## src/rtl/screen_pkg.sv

```systemverilog
// Shared geometry for the 16x8 LED frame and helpers for row slicing and column shifting.
package screen_pkg;
   localparam int SCREEN_ROWS = 8;
   localparam int SCREEN_COLS = 16;
   localparam int FRAME_W     = 128;

   function automatic int row_msb(input int r);
      return FRAME_W - 1 - SCREEN_COLS * r;
   endfunction

   function automatic logic [SCREEN_COLS-1:0] row_word(input logic [FRAME_W-1:0] f, input int r);
      return f[row_msb(r) -: SCREEN_COLS];
   endfunction

   // Shift every row left by one pixel; bit r of c lands in row r's rightmost pixel.
   function automatic logic [FRAME_W-1:0] shift_in(input logic [FRAME_W-1:0] f,
                                                   input logic [SCREEN_ROWS-1:0] c);
      logic [FRAME_W-1:0] nxt;
      nxt = '0;
      for (int r = 0; r < SCREEN_ROWS; r++)
         nxt[row_msb(r) -: SCREEN_COLS] = {f[row_msb(r) - 1 -: SCREEN_COLS - 1], c[r]};
      return nxt;
   endfunction
endpackage

```

## src/rtl/column_scroller_if.sv

```systemverilog
// Column stream handshake between a column source and the scroller.
interface column_scroller_if;
   import screen_pkg::*;
   logic [SCREEN_ROWS-1:0] col_data;
   logic                   col_valid;
   logic                   col_ready;

   modport master (output col_data, output col_valid, input col_ready);
   modport slave  (input col_data, input col_valid, output col_ready);
endinterface

```

## src/rtl/column_fifo.sv

```systemverilog
// Small synchronous FIFO; the head is always read from stored state, never bypassed from wdata.
module column_fifo #(
   parameter int WIDTH = 8,
   parameter int DEPTH = 4
) (
   input  logic                     clk,
   input  logic                     rst_n,
   input  logic                     clear,
   input  logic                     push,
   input  logic                     pop,
   input  logic [WIDTH-1:0]         wdata,
   output logic [WIDTH-1:0]         head,
   output logic [$clog2(DEPTH):0]   level,
   output logic                     full,
   output logic                     empty
);
   localparam int AW = $clog2(DEPTH);
   localparam int LW = AW + 1;

   logic [WIDTH-1:0] mem [DEPTH];
   logic [AW-1:0]    wr_ptr;
   logic [AW-1:0]    rd_ptr;
   logic             do_push;
   logic             do_pop;

   assign full    = (level == LW'(DEPTH));
   assign empty   = (level == '0);
   assign do_push = push && !full && !clear;
   assign do_pop  = pop && !empty && !clear;
   assign head    = mem[rd_ptr];

   always_ff @(posedge clk or negedge rst_n) begin
      if (!rst_n) begin
         wr_ptr <= '0;
         rd_ptr <= '0;
         level  <= '0;
      end else if (clear) begin
         wr_ptr <= '0;
         rd_ptr <= '0;
         level  <= '0;
      end else begin
         if (do_push) wr_ptr <= wr_ptr + AW'(1);
         if (do_pop)  rd_ptr <= rd_ptr + AW'(1);
         if (do_push && !do_pop)      level <= level + LW'(1);
         else if (do_pop && !do_push) level <= level - LW'(1);
      end
   end

   always_ff @(posedge clk) begin
      if (do_push) mem[wr_ptr] <= wdata;
   end
endmodule

```

## src/rtl/column_scroller.sv

```systemverilog
// Marquee feeder: buffers incoming columns and shifts one into the right edge of the frame
// every STEP_DIV enabled cycles.
module column_scroller
   import screen_pkg::*;
#(
   parameter int STEP_DIV       = 2500000,
   parameter int FIFO_DEPTH     = 4,
   parameter int BLANK_ON_EMPTY = 1
) (
   input  logic                        clk,
   input  logic                        rst_n,
   input  logic                        enable,
   input  logic                        clear,
   column_scroller_if.slave            col,
   output logic [FRAME_W-1:0]          frame,
   output logic                        step_done,
   output logic [$clog2(FIFO_DEPTH):0] fifo_level
);
   localparam int CW = $clog2(STEP_DIV);

   logic [CW-1:0]          count;
   logic                   step;
   logic                   push;
   logic                   pop;
   logic                   full;
   logic                   empty;
   logic [SCREEN_ROWS-1:0] head;

   assign step          = enable && (count == CW'(STEP_DIV - 1));
   assign col.col_ready = !full && !clear;
   assign push          = col.col_valid && col.col_ready;
   assign pop           = step && !empty;

   column_fifo #(
      .WIDTH (SCREEN_ROWS),
      .DEPTH (FIFO_DEPTH)
   ) u_fifo (
      .clk   (clk),
      .rst_n (rst_n),
      .clear (clear),
      .push  (push),
      .pop   (pop),
      .wdata (col.col_data),
      .head  (head),
      .level (fifo_level),
      .full  (full),
      .empty (empty)
   );

   always_ff @(posedge clk or negedge rst_n) begin
      if (!rst_n)                          count <= '0;
      else if (clear)                      count <= '0;
      else if (step)                       count <= '0;
      else if (enable)                     count <= count + CW'(1);
   end

   // Head comes from stored FIFO state, so a column pushed on a step edge waits for the next step.
   always_ff @(posedge clk or negedge rst_n) begin
      if (!rst_n) begin
         frame     <= '0;
         step_done <= 1'b0;
      end else if (clear) begin
         frame     <= '0;
         step_done <= 1'b0;
      end else if (step && !empty) begin
         frame     <= shift_in(frame, head);
         step_done <= 1'b1;
      end else if (step && (BLANK_ON_EMPTY != 0)) begin
         frame     <= shift_in(frame, '0);
         step_done <= 1'b1;
      end else begin
         step_done <= 1'b0;
      end
   end
endmodule

```

## src/flat_wrapper.sv

```systemverilog
// flat-port wrapper written by rule: the top's interface ports become plain ports
module column_scroller_flat import screen_pkg::*;
#(
   parameter int STEP_DIV       = 2500000,
   parameter int FIFO_DEPTH     = 4,
   parameter int BLANK_ON_EMPTY = 1
)
  (clk, rst_n, enable, clear, frame, step_done, fifo_level, col_col_data, col_col_valid, col_col_ready);
  column_scroller_if col_i ();
  input  logic clk;
  input  logic rst_n;
  input  logic enable;
  input  logic clear;
  output logic [FRAME_W-1:0] frame;
  output logic step_done;
  output logic [$clog2(FIFO_DEPTH):0] fifo_level;
  input wire logic [$bits(col_i.col_data)-1:0] col_col_data;
  input wire logic [$bits(col_i.col_valid)-1:0] col_col_valid;
  output wire logic [$bits(col_i.col_ready)-1:0] col_col_ready;
  assign col_i.col_data = col_col_data;
  assign col_i.col_valid = col_col_valid;
  assign col_col_ready = col_i.col_ready;
  column_scroller #(.STEP_DIV(STEP_DIV), .FIFO_DEPTH(FIFO_DEPTH), .BLANK_ON_EMPTY(BLANK_ON_EMPTY)) u_core (.clk(clk), .rst_n(rst_n), .enable(enable), .clear(clear), .col(col_i), .frame(frame), .step_done(step_done), .fifo_level(fifo_level));
endmodule
```

## config.mk

```make
export PLATFORM = sky130hd
export DESIGN_NAME = column_scroller_flat
export DESIGN_NICKNAME = d
export VERILOG_FILES = /design/src/rtl/screen_pkg.sv /design/src/rtl/column_scroller_if.sv /design/src/rtl/column_fifo.sv /design/src/rtl/column_scroller.sv /design/src/flat_wrapper.sv
export SDC_FILE = /design/constraint.sdc
export NUM_CORES = 1
export LEC_CHECK = 0
export ABC_AREA = 1
export CAP_MARGIN = 20
export CORE_MARGIN = 2
export CORE_UTILIZATION = 63
export DETAILED_ROUTE_END_ITERATION = 8
export DONT_BUFFER_PORTS = 1
export GPL_ROUTABILITY_DRIVEN = 0
export PLACE_DENSITY = 0.81
export SLEW_MARGIN = 15
export SYNTH_ARGS = -nofsm -noshare
export SYNTH_HDL_FRONTEND = slang
export SYNTH_SLANG_ARGS = --single-unit
```

## constraint.sdc

```tcl
create_clock -name clk -period 3.2 [get_ports clk]
set_clock_uncertainty 0.2 [all_clocks]
set_input_delay 0.8 -clock clk [delete_from_list [all_inputs] [get_ports clk]]
set_output_delay 0.8 -clock clk [all_outputs]
set_load 0.005 [all_outputs]
```

Word level (Yosys, flattened, before mapping)
Memories as Yosys holds them, arrays and structs flattened.
Index checks and enable logic that the tools add are counted.
- register bits: 158
- memory bits (writable): 32
- bits of input ports: 13
- output and inout port bits: 133
- word-level logic and storage cells: 53
- memories: 1
- memories (memory ; words ; bits a word ; read ports ; clocked after memory_dff ; write ports ; line ; source):
    u_core.u_fifo.mem ; 4 ; 8 ; 1 ; 0 ; 1 ; column_fifo.sv:20 ; logic [WIDTH-1:0] mem [DEPTH];
- add/sub/neg operators: 5
- eq/ne operators: 2
- muxes and demuxes: 18
- reduce and logical (&&, ||, !) cells: 21
- operators by type and width (kind ; count):
    2-to-1 mux 128 bit ; 3
    2-to-1 mux 22 bit ; 3
    adder 22 x 1 -> 22 bit (second input constant) ; 1
    == test 22 bit (second input constant) ; 1
    logical AND 1 bit ; 10
    2-to-1 mux 3 bit ; 3
    nonzero test 3 bit ; 3
    2-to-1 mux 2 bit ; 4
    logical NOT 1 bit ; 5
    2-to-1 mux 1 bit ; 5
    adder 2 x 1 -> 2 bit (second input constant) ; 2
    nonzero test 2 bit ; 2
    adder 3 x 1 -> 3 bit (second input constant) ; 1
    == test 3 bit (second input constant) ; 1
    logical NOT 3 bit ; 1
    subtractor 3 x 1 -> 3 bit (second input constant) ; 1

Logic depth before layout (Yosys ltp)
Gate-level depths: netlist of run 1.
- depth in word-level cells: 11
- gate-level depth with buffers: 14
- mapped depth without buffers: 14

Cells and area by module
A second synthesis of run 1 with hierarchy kept.
- cell total of the unflattened synthesis: 913
- area total of the unflattened synthesis: 8107.8 µm²
- modules (own cells, without submodules) (module ; instances ; cells an instance ; area each (µm²) ; seq. area each (µm²)):
    column_scroller ; 1 ; 769 ; 6411.1 ; 3778.6
    column_fifo ; 1 ; 144 ; 1696.6 ; 1136.1

Least setup slack after synthesis of run 1
No wires, ideal clock.
- kind: in2reg
- start: in enable
- end: reg u_core.u_fifo.level[2]
- library setup time: 116 ps
- data arrival time: 2277 ps
- required time: 2884 ps
- setup slack: 607 ps
- stages on the path: 14
- path buffers: 1
- path through: buf_2 nand2_1 inv_1 nand2_1 nor2_1 nand4_1 nand2_1 inv_1 fa_1 xor2_1 nand3b_1 nand2_1 nand2_1 nand2_1
- word-level cells in the longest chain between the ends: 8
- elaborated cells on any way between the ends: 10
- classes of those cells: mux: 2; reduce/logical: 8
- ends and longest elaborated chain (element ; line ; source):
    from (decl) ; flat_wrapper.sv:12 ; input logic enable;
    logical AND 1 bit * ; column_scroller.sv:29 ; assign step = enable && (count == CW'(STEP_DIV - 1));
    logical AND 1 bit * ; column_scroller.sv:32 ; assign pop = step && !empty;
    logical AND 1 bit * (2 in a row) ; column_fifo.sv:29 ; assign do_pop = pop && !empty && !clear;
    logical NOT 1 bit ; column_fifo.sv:44 ; if (do_push && !do_pop) level <= level + LW'(1);
    logical AND 1 bit ; column_fifo.sv:44 ;
    2-to-1 mux 3 bit ; column_fifo.sv:44 ;
    2-to-1 mux 3 bit ; column_fifo.sv:37 ; end else if (clear) begin
    to (signal assigned) ; column_fifo.sv:44 ;
    to (signal assigned) ; column_fifo.sv:45 ; else if (do_pop && !do_push) level <= level - LW'(1);
    to (decl) ; column_fifo.sv:13 ; output logic [$clog2(DEPTH):0] level,
Every way passes the cells marked *; elsewhere a longest branch is shown, timed or not.
A chain may end at the register's enable or synchronous reset.

Worst setup path after layout of run 1
- start: reg u_core.count[1]
- end: reg u_core.u_fifo.level[2]
- word-level cells in the longest chain between the ends: 9
- elaborated cells on any way between the ends: 11
- classes of those cells: eq/ne: 1; mux: 2; reduce/logical: 8
- ends and longest elaborated chain (element ; line ; source):
    from (decl) ; column_scroller.sv:21 ; logic [CW-1:0] count;
    from (signal assigned) ; column_scroller.sv:54 ; else if (enable) count <= count + CW'(1);
    == test 22 bit * ; column_scroller.sv:29 ;
    logical AND 1 bit * ; column_scroller.sv:29 ;
    logical AND 1 bit * ; column_scroller.sv:32 ;
    logical AND 1 bit * (2 in a row) ; column_fifo.sv:29 ;
    logical NOT 1 bit ; column_fifo.sv:44 ;
    logical AND 1 bit ; column_fifo.sv:44 ;
    2-to-1 mux 3 bit ; column_fifo.sv:44 ;
    2-to-1 mux 3 bit ; column_fifo.sv:37 ;
Marked as above.

==> run_summary.xml, run 1 <==
<?xml version="1.0" encoding="UTF-8"?>
<metrics>
  <group name="floorplan">
    <metric name="initial_core_util" unit="%">64.00</metric>
    <metric name="chipHeight" unit="um">116.8</metric>
    <metric name="design.core.area" unit="sq mm">0.01252</metric>
    <metric name="design.portCount" unit="">146</metric>
    <metric name="floorplan.die_area" unit="sq mm">0.01363</metric>
    <metric name="placementRows" unit="">41</metric>
    <metric name="chipWidth" unit="um">116.8</metric>
  </group>
  <group name="synth">
    <metric name="netlist_top_cells_area" unit="">dfrtp_1 (49%), nand2_1 (21%), edfxtp_1 (12%)</metric>
    <metric name="synth.yosys.seq_area_share" unit="%">61.35</metric>
    <metric name="synth.cell_area" unit="sq mm">0.008011</metric>
    <metric name="synthesis.yosys.warnings" unit="">0</metric>
    <metric name="async_flop_share" unit="%">83.16</metric>
    <metric name="synthDominantAreaCellType" unit="">dfrtp_1</metric>
    <metric name="synth-seq-cells" unit="">190</metric>
    <metric name="post_synthesis_mean_instance_area" unit="sq um">8.680</metric>
    <metric name="postSynth.topFlopCell" unit="">dfrtp_1</metric>
    <metric name="yosys.cell_types.count" unit="">28</metric>
    <metric name="top_count_cell_post_synth" unit="">nand2_1</metric>
    <metric name="synth_edf_count" unit="">32</metric>
    <metric name="synth.net_count" unit="">942</metric>
    <metric name="synth.cells.most_frequent" unit="">nand2_1 (458), dfrtp_1 (158), nor2_1 (75)</metric>
    <metric name="syn-instance-count" unit="">923</metric>
    <metric name="synthDominantCellAreaShare" unit="%">49.35</metric>
  </group>
  <group name="power">
    <metric name="power_density" unit="mW/mm^2">558.4</metric>
    <metric name="combinationalPowerShare" unit="%">3.4</metric>
    <metric name="clockPowerShare" unit="%">45.1</metric>
    <metric name="switching_power" unit="mW">1.101</metric>
    <metric name="static-leakage-power" unit="nW">4.427</metric>
    <metric name="irDropWorstVdd" unit="V">0.0005309</metric>
    <metric name="p_int" unit="mW">3.804</metric>
    <metric name="pwr-share-seq" unit="%">51.4</metric>
    <metric name="switching_power_as_a_share_of_total_power" unit="%">22.45</metric>
  </group>
  <group name="setup_path">
    <metric name="criticalPathCategory" unit="">reg2reg</metric>
    <metric name="worst-path-max-fanout" unit="">7</metric>
    <metric name="worstSetupEndpointType" unit="">flop</metric>
    <metric name="cpMostUsedCell" unit="">nand2_1</metric>
    <metric name="reg2reg_from" unit="">u_core.count[1]$_DFFE_PN0P_</metric>
    <metric name="cp_cell_sequence" unit="">ha_1 -&gt; nand2_1 -&gt; inv_1 -&gt; nand2_1 -&gt; nor2_1 -&gt; nand4_1 -&gt; nand2_1 -&gt; inv_1 -&gt; fa_1 -&gt; xor2_1 -&gt; nand3b_1 -&gt; nand2_1 -&gt; nand2_1 -&gt; nand2_1</metric>
    <metric name="cpPeakStageDelay" unit="ns">0.39</metric>
    <metric name="crit_slowest_cell" unit="">dfrtp_1</metric>
    <metric name="cp-start-kind" unit="">flop</metric>
    <metric name="critical_path_arrival" unit="ns">2.69</metric>
    <metric name="timing.critical_path.from" unit="">u_core.count[1]$_DFFE_PN0P_</metric>
    <metric name="critical_path_required" unit="ns">3.33</metric>
  </group>
  <group name="routing">
    <metric name="drt-wirelength-per-cell" unit="um">15.22</metric>
    <metric name="detail-route-antenna-nets" unit="">0</metric>
    <metric name="dr.pass1.iters" unit="">5</metric>
    <metric name="via_per_instance_ratio" unit="">5.314</metric>
    <metric name="routed-via-count" unit="">5829</metric>
    <metric name="drc" unit="">0</metric>
    <metric name="route.final.wire_length" unit="mm">16.69</metric>
    <metric name="drt_iter0_markers" unit="">609</metric>
  </group>
  <group name="grt">
    <metric name="grt_pass1_wl" unit="mm">26.56</metric>
    <metric name="globalRouteOverflowTotal" unit="">0</metric>
    <metric name="via_count_of_the_first_global_routing_pass" unit="">5530</metric>
    <metric name="grt_antenna_before_repair" unit="">0</metric>
    <metric name="grtUsageTotal" unit="%">25.16</metric>
    <metric name="grt_start_max_net_pins" unit="">159</metric>
  </group>
  <group name="finish">
    <metric name="insertedDiodeCount" unit="">0</metric>
    <metric name="sequential_cell_area" unit="sq mm">0.004915</metric>
    <metric name="nNetsFinal" unit="">931</metric>
    <metric name="area_taken_by_multi_input_logic_gates" unit="sq mm">0.002736</metric>
    <metric name="fillerInstances" unit="">952</metric>
    <metric name="instances_no_fill" unit="">1097</metric>
    <metric name="drive_gt1_share" unit="%">5.514</metric>
    <metric name="area_growth" unit="%">9.652</metric>
  </group>
  <group name="sta">
    <metric name="final_hold_violation_count" unit="">158</metric>
    <metric name="drv_slew" unit="">0</metric>
    <metric name="worst_hold_slack" unit="ns">-0.1404</metric>
    <metric name="report.final.setup_viol" unit="">0</metric>
    <metric name="rsz0062_at_grt" unit="">false</metric>
    <metric name="max_slew_margin" unit="%">54.09</metric>
    <metric name="period_share" unit="%">80.01</metric>
    <metric name="final.min_clock_period" unit="ns">2.560</metric>
    <metric name="timing_worst_slew_pin_value" unit="ns">0.6861</metric>
    <metric name="fmax" unit="GHz">0.3906</metric>
    <metric name="setup-tns-final" unit="ns">0</metric>
  </group>
  <group name="clock_network">
    <metric name="cts_root_buf" unit="">clkbuf_16</metric>
    <metric name="clkLatencyLatePin" unit="ns">0.43</metric>
    <metric name="cts_tree" unit="">built</metric>
    <metric name="clock_sink_count" unit="">190</metric>
    <metric name="cts_setup_buffers" unit="">0</metric>
    <metric name="cts_htree_levels" unit="">4</metric>
    <metric name="clockBufferDepth" unit="">2</metric>
    <metric name="cts.repair.resized" unit="">0</metric>
    <metric name="clk_pin_slew_worst_paths" unit="ns">0.07</metric>
    <metric name="tritoncts.num_buffers" unit="">17</metric>
  </group>
  <group name="run_status">
    <metric name="failing_checks" unit="">negative hold slack</metric>
    <metric name="run_status" unit="">complete, but fails checks</metric>
  </group>
  <group name="flow_run">
    <metric name="max_cap_viols" unit="">0</metric>
  </group>
  <group name="placed_design">
    <metric name="hpwl" unit="mm">11.13</metric>
    <metric name="port-buffer-count" unit="">0</metric>
    <metric name="placed_cells_incl_taps" unit="">1065</metric>
  </group>
  <group name="hold_path">
    <metric name="hold_path.class" unit="">in2async</metric>
  </group>
</metrics>
layout by cell type (no fill, tap or decap), types with 8 or more instances in the layout:
cell / Yosys / layout
nand2_1: 458 / 458
dfrtp_1: 158 / 158
nor2_1: 75 / 75
inv_1: 41 / 41
nand3_1: 32 / 32
edfxtp_1: 32 / 32
o21ai_0: 27 / 27
clkbuf_16: 0 / 17
nand4_1: 11 / 11
a21oi_1: 8 / 8
layer usage:
layer  share of wire (%)  global-route usage, %  vias up
met5                   0                      0        -
met3                 9.0                  8.926       23
met1                  43                  33.20     2746
li1                    -                      -     2871
met4                 1.5                  9.647        0
met2                  47                  38.65      189
critical path: cells and delay by family (launching register included):
| family | cells | cell delay [ns] |
|---|---|---|
| fa+ha+maj | 2 | 0.68 |
| buf+inv | 2 | 0.12 |
| flops | 1 | 0.39 |
| xor+xnor | 1 | 0.17 |
| simple gates | 9 | 0.90 |
cell type report:
cell class	count	area share, %
clock buffer	17	4.843
clock inverter	15	2.250
inverter	44	1.909
multi-input combinational	652	31.15
sequential	190	55.95
tap	172	2.450
timing repair buffer	7	1.453
sequential cells by signal (all words and copies together), names as in the netlist:
signal,flops
u_core.frame,128
u_core.step_done,1
u_core.u_fifo.wr_ptr,2
u_core.count,22
u_core.u_fifo.level,3
u_core.u_fifo.rd_ptr,2
u_core.u_fifo.mem,32
stage by stage:
step | hold slack [ns] | utilization, % | total power, mW | setup slack (ns) | instance area (sq um)
floorplan | 0.2654 | - | 2.701 | 0.6065 | 8011
global placement | 0.2800 | 65.20 | 2.734 | 0.6174 | 8162
detailed placement | 0.2879 | 65.20 | 2.740 | 0.5219 | 8162
CTS | -0.1603 | 70.18 | 4.934 | 0.6222 | 8785
global route | -0.1619 | 70.18 | 5.059 | 0.3025 | 8785
finish | -0.1404 | 70.18 | 4.905 | 0.6398 | 8785
power by group through the flow:
| stage | registers [mW] | clock network (mW) | logic [mW] |
|---|---|---|---|
| floorplan | 2.56 | 0 | 0.138 |
| global placement | 2.57 | 0 | 0.163 |
| finish | 2.52 | 2.21 | 0.168 |
| detailed placement | 2.57 | 0 | 0.168 |
| global route | 2.53 | 2.34 | 0.194 |
| CTS | 2.52 | 2.24 | 0.169 |
path summary, 6_finish.rpt:
kind	to	slack, ns	cells past startpoint
max	u_core.u_fifo.level[2]$_DFFE_PN0P_	0.64	14
min	u_core.frame[93]$_DFFE_PN0P_	-0.14	0
max reg2reg	u_core.u_fifo.level[2]$_DFFE_PN0P_	0.64	14
min reg2reg	u_core.frame[31]$_DFFE_PN0P_	0.30	2
max in group asynchronous	u_core.count[17]$_DFFE_PN0P_	2.74	0
min in group clk	u_core.u_fifo.mem[1][5]$_DFFE_PP_	0.26	0
cells by family (layout without fill, tap and decap cells):
kind of cell,after synthesis,after routing,share of synthesized area [%]
AND/OR/NAND/NOR,594,594,29.33
XOR/XNOR,7,7,0.7653
buffers and inverters,81,83,4.498
flip-flops,190,190,61.35
adder cells (fa/ha/maj),6,6,1.031
AO/OA/AOI/OAI,45,45,3.030
Power figures use the tool's default switching activity.
==> run 2, diff against run 1 <==
- CORE_UTILIZATION: 63 -> 57
- PLACE_DENSITY: 0.81 -> 0.77
- clock period: 3.2 -> 2.25 ns (I/O delays scaled with it)
==> run_summary.xml, run 2 (synthesis results as in run 1) <==
<?xml version="1.0" encoding="UTF-8"?>
<metrics>
  <group name="floorplan">
    <metric name="chipWidth" unit="um">122.6</metric>
    <metric name="floorplan.die_area" unit="sq mm">0.01502</metric>
    <metric name="placementRows" unit="">43</metric>
    <metric name="chipHeight" unit="um">122.6</metric>
    <metric name="design.core.area" unit="sq mm">0.01383</metric>
    <metric name="design.portCount" unit="">146</metric>
    <metric name="initial_core_util" unit="%">57.94</metric>
  </group>
  <group name="sta">
    <metric name="fmax" unit="GHz">0.4506</metric>
    <metric name="rsz0062_at_grt" unit="">true</metric>
    <metric name="max_slew_margin" unit="%">65.99</metric>
    <metric name="timing_worst_slew_pin_value" unit="ns">0.5096</metric>
    <metric name="report.final.setup_viol" unit="">0</metric>
    <metric name="period_share" unit="%">98.64</metric>
    <metric name="worst_hold_slack" unit="ns">-0.3680</metric>
    <metric name="final.min_clock_period" unit="ns">2.219</metric>
    <metric name="drv_slew" unit="">0</metric>
    <metric name="final_hold_violation_count" unit="">158</metric>
  </group>
  <group name="finish">
    <metric name="area_growth" unit="%">12.13</metric>
    <metric name="top_register" unit="">u_core.frame</metric>
    <metric name="drive_gt1_share" unit="%">9.015</metric>
    <metric name="biggestRegsByFlops" unit="">u_core.frame (128), u_core.u_fifo.mem (32), u_core.count (22)</metric>
    <metric name="nNetsFinal" unit="">962</metric>
    <metric name="insertedDiodeCount" unit="">0</metric>
    <metric name="most_common_cell_after_layout_fill_and_taps_aside" unit="">nand2_1</metric>
    <metric name="most-common-layout-cells" unit="">nand2_1 (455), dfrtp_1 (158), nor2_1 (73), inv_1 (39)</metric>
    <metric name="instances_no_fill" unit="">1134</metric>
    <metric name="largest_register_ff_count" unit="">128</metric>
    <metric name="fin_area" unit="sq mm">0.008984</metric>
  </group>
  <group name="grt">
    <metric name="globalRouteOverflowTotal" unit="">0</metric>
    <metric name="via_count_of_the_first_global_routing_pass" unit="">5626</metric>
    <metric name="grt_pass1_wl" unit="mm">28.14</metric>
    <metric name="grt_start_max_net_pins" unit="">159</metric>
    <metric name="grtUsageTotal" unit="%">24.22</metric>
    <metric name="grt_antenna_before_repair" unit="">0</metric>
  </group>
  <group name="routing">
    <metric name="wl_met3" unit="mm">1.590</metric>
    <metric name="route.final.wire_length" unit="mm">17.83</metric>
    <metric name="detail-route-antenna-nets" unit="">0</metric>
    <metric name="drt-wirelength-per-cell" unit="um">15.73</metric>
    <metric name="via_per_instance_ratio" unit="">5.300</metric>
    <metric name="drc" unit="">0</metric>
    <metric name="route.top_layer_used" unit="">met4</metric>
    <metric name="met2_length" unit="mm">8.578</metric>
    <metric name="routed-via-count" unit="">6010</metric>
    <metric name="drt_iter0_markers" unit="">622</metric>
    <metric name="routedLengthMet1" unit="mm">7.352</metric>
    <metric name="dr.pass1.iters" unit="">7</metric>
  </group>
  <group name="setup_path">
    <metric name="worstSetupEndpointType" unit="">flop</metric>
    <metric name="worst-path-max-fanout" unit="">2</metric>
    <metric name="criticalPathCategory" unit="">reg2reg</metric>
    <metric name="critical_path.reg2reg.endpoint" unit="">u_core.u_fifo.level[2]$_DFFE_PN0P_</metric>
    <metric name="cp-start-kind" unit="">flop</metric>
    <metric name="critical_path_required" unit="ns">2.42</metric>
    <metric name="critical_path_arrival" unit="ns">2.38</metric>
    <metric name="timing.reg2reg.setup_slack" unit="ns">0.03</metric>
    <metric name="reg2reg_from" unit="">u_core.count[0]$_DFFE_PN0P_</metric>
    <metric name="reg2regPathDepth" unit="">14</metric>
  </group>
  <group name="clock_network">
    <metric name="cts_tree" unit="">built</metric>
    <metric name="clk_pin_slew_worst_paths" unit="ns">0.06</metric>
    <metric name="cts_htree_levels" unit="">4</metric>
    <metric name="cts_root_buf" unit="">clkbuf_16</metric>
    <metric name="clkLatencyLatePin" unit="ns">0.42</metric>
    <metric name="clockBufferDepth" unit="">2</metric>
    <metric name="clock_sink_count" unit="">190</metric>
    <metric name="tritoncts.num_buffers" unit="">17</metric>
  </group>
  <group name="flow_run">
    <metric name="max_cap_viols" unit="">0</metric>
  </group>
  <group name="placed_design">
    <metric name="postPlaceCellArea" unit="sq mm">0.008404</metric>
    <metric name="port-buffer-count" unit="">0</metric>
    <metric name="placed_cells_incl_taps" unit="">1102</metric>
    <metric name="hpwl" unit="mm">12.09</metric>
  </group>
  <group name="run_status">
    <metric name="failing_checks" unit="">negative hold slack</metric>
    <metric name="run_status" unit="">complete, but fails checks</metric>
  </group>
  <group name="power">
    <metric name="static-leakage-power" unit="nW">4.534</metric>
    <metric name="power_density" unit="mW/mm^2">743.5</metric>
    <metric name="irDropWorstVdd" unit="V">0.0004798</metric>
  </group>
  <group name="hold_path">
    <metric name="hold_path.class" unit="">in2async</metric>
  </group>
</metrics>
==> run 2: cell count changes in the layout (fill, tap and decap cells not counted), moves of 3 or more <==
cell	change
buf_4	+30
clkbuf_1	+4
clkinv_4	-3
nand2_1	-3
nand2_2	+3
==> run 2: power breakdown <==
group,internal (mW),leakage (nW),switching (mW),total (mW)
Sequential,3.55,2.49,0.0382,3.59
Combinational,0.108,1.78,0.191,0.299
Clock,1.55,0.257,1.24,2.79
==> run 2: metal layers <==
layer | vias to the layer above | track usage (%)
met5 | - | 0
met4 | 0 | 8.333
met3 | 24 | 7.110
met2 | 218 | 38.78
met1 | 2849 | 31.73
li1 | 2919 | -
==> run 2: worst max-delay path, stage by stage, from the launching register on <==
cell	delay, ns
dfrtp_1	0.36
ha_2	0.19
nand2_2	0.06
inv_2	0.05
nand2_2	0.04
nor2_1	0.10
nand4_1	0.15
nand2_1	0.13
inv_2	0.04
fa_2	0.36
xor2_2	0.16
nand3b_1	0.17
nand2_1	0.06
nand2_1	0.05
nand2_1	0.05
==> run 2: worst max-delay path by stage <==
stage | start | end | slack [ns] | depth (start not counted)
floorplan | enable | u_core.u_fifo.level[2]$_DFFE_PN0P_ | 0.009 | 14
global placement | enable | u_core.u_fifo.level[2]$_DFFE_PN0P_ | 0.10 | 13
detailed placement | u_core.count[7]$_DFFE_PN0P_ | u_core.u_fifo.level[2]$_DFFE_PN0P_ | 0.05 | 13
CTS | u_core.count[7]$_DFFE_PN0P_ | u_core.u_fifo.level[2]$_DFFE_PN0P_ | 0.04 | 13
global route | u_core.count[0]$_DFFE_PN0P_ | u_core.u_fifo.level[2]$_DFFE_PN0P_ | -0.15 | 14
finish | u_core.count[0]$_DFFE_PN0P_ | u_core.u_fifo.level[2]$_DFFE_PN0P_ | 0.03 | 14
==> run 2: cell type report <==
cell class                      count  area, sq um
Clock inverter                      8        85.08
Timing Repair Buffer               38        372.9
Fill cell                        1083         4843
Multi-Input combinational cell    652         2761
Inverter                           44        170.2
Sequential cell                   190         4915
Tap cell                          180        225.2
Clock buffer                       22        454.2
==> run 2: repair_timing <==
item                                   in CTS  in global routing
endpoints found under the hold margin     158                158
buffers inserted                            0                  2
setup endpoints to repair                   0                  1
resized for setup                           0                 10
==> run 2: stage by stage <==
step | utilization (%) | hold slack, ns | setup TNS (ns) | total power [mW] | worst slack [ns]
detailed placement | 60.78 | 0.07059 | 0 | 3.943 | 0.05379
finish | 64.97 | -0.3680 | 0 | 6.679 | 0.03061
CTS | 64.68 | -0.3819 | 0 | 6.712 | 0.03975
global placement | 60.78 | 0.07167 | 0 | 3.935 | 0.1031
floorplan | - | 0.06691 | 0 | 3.845 | 0.009065
global route | 64.97 | -0.3831 | -0.1474 | 6.903 | -0.1474
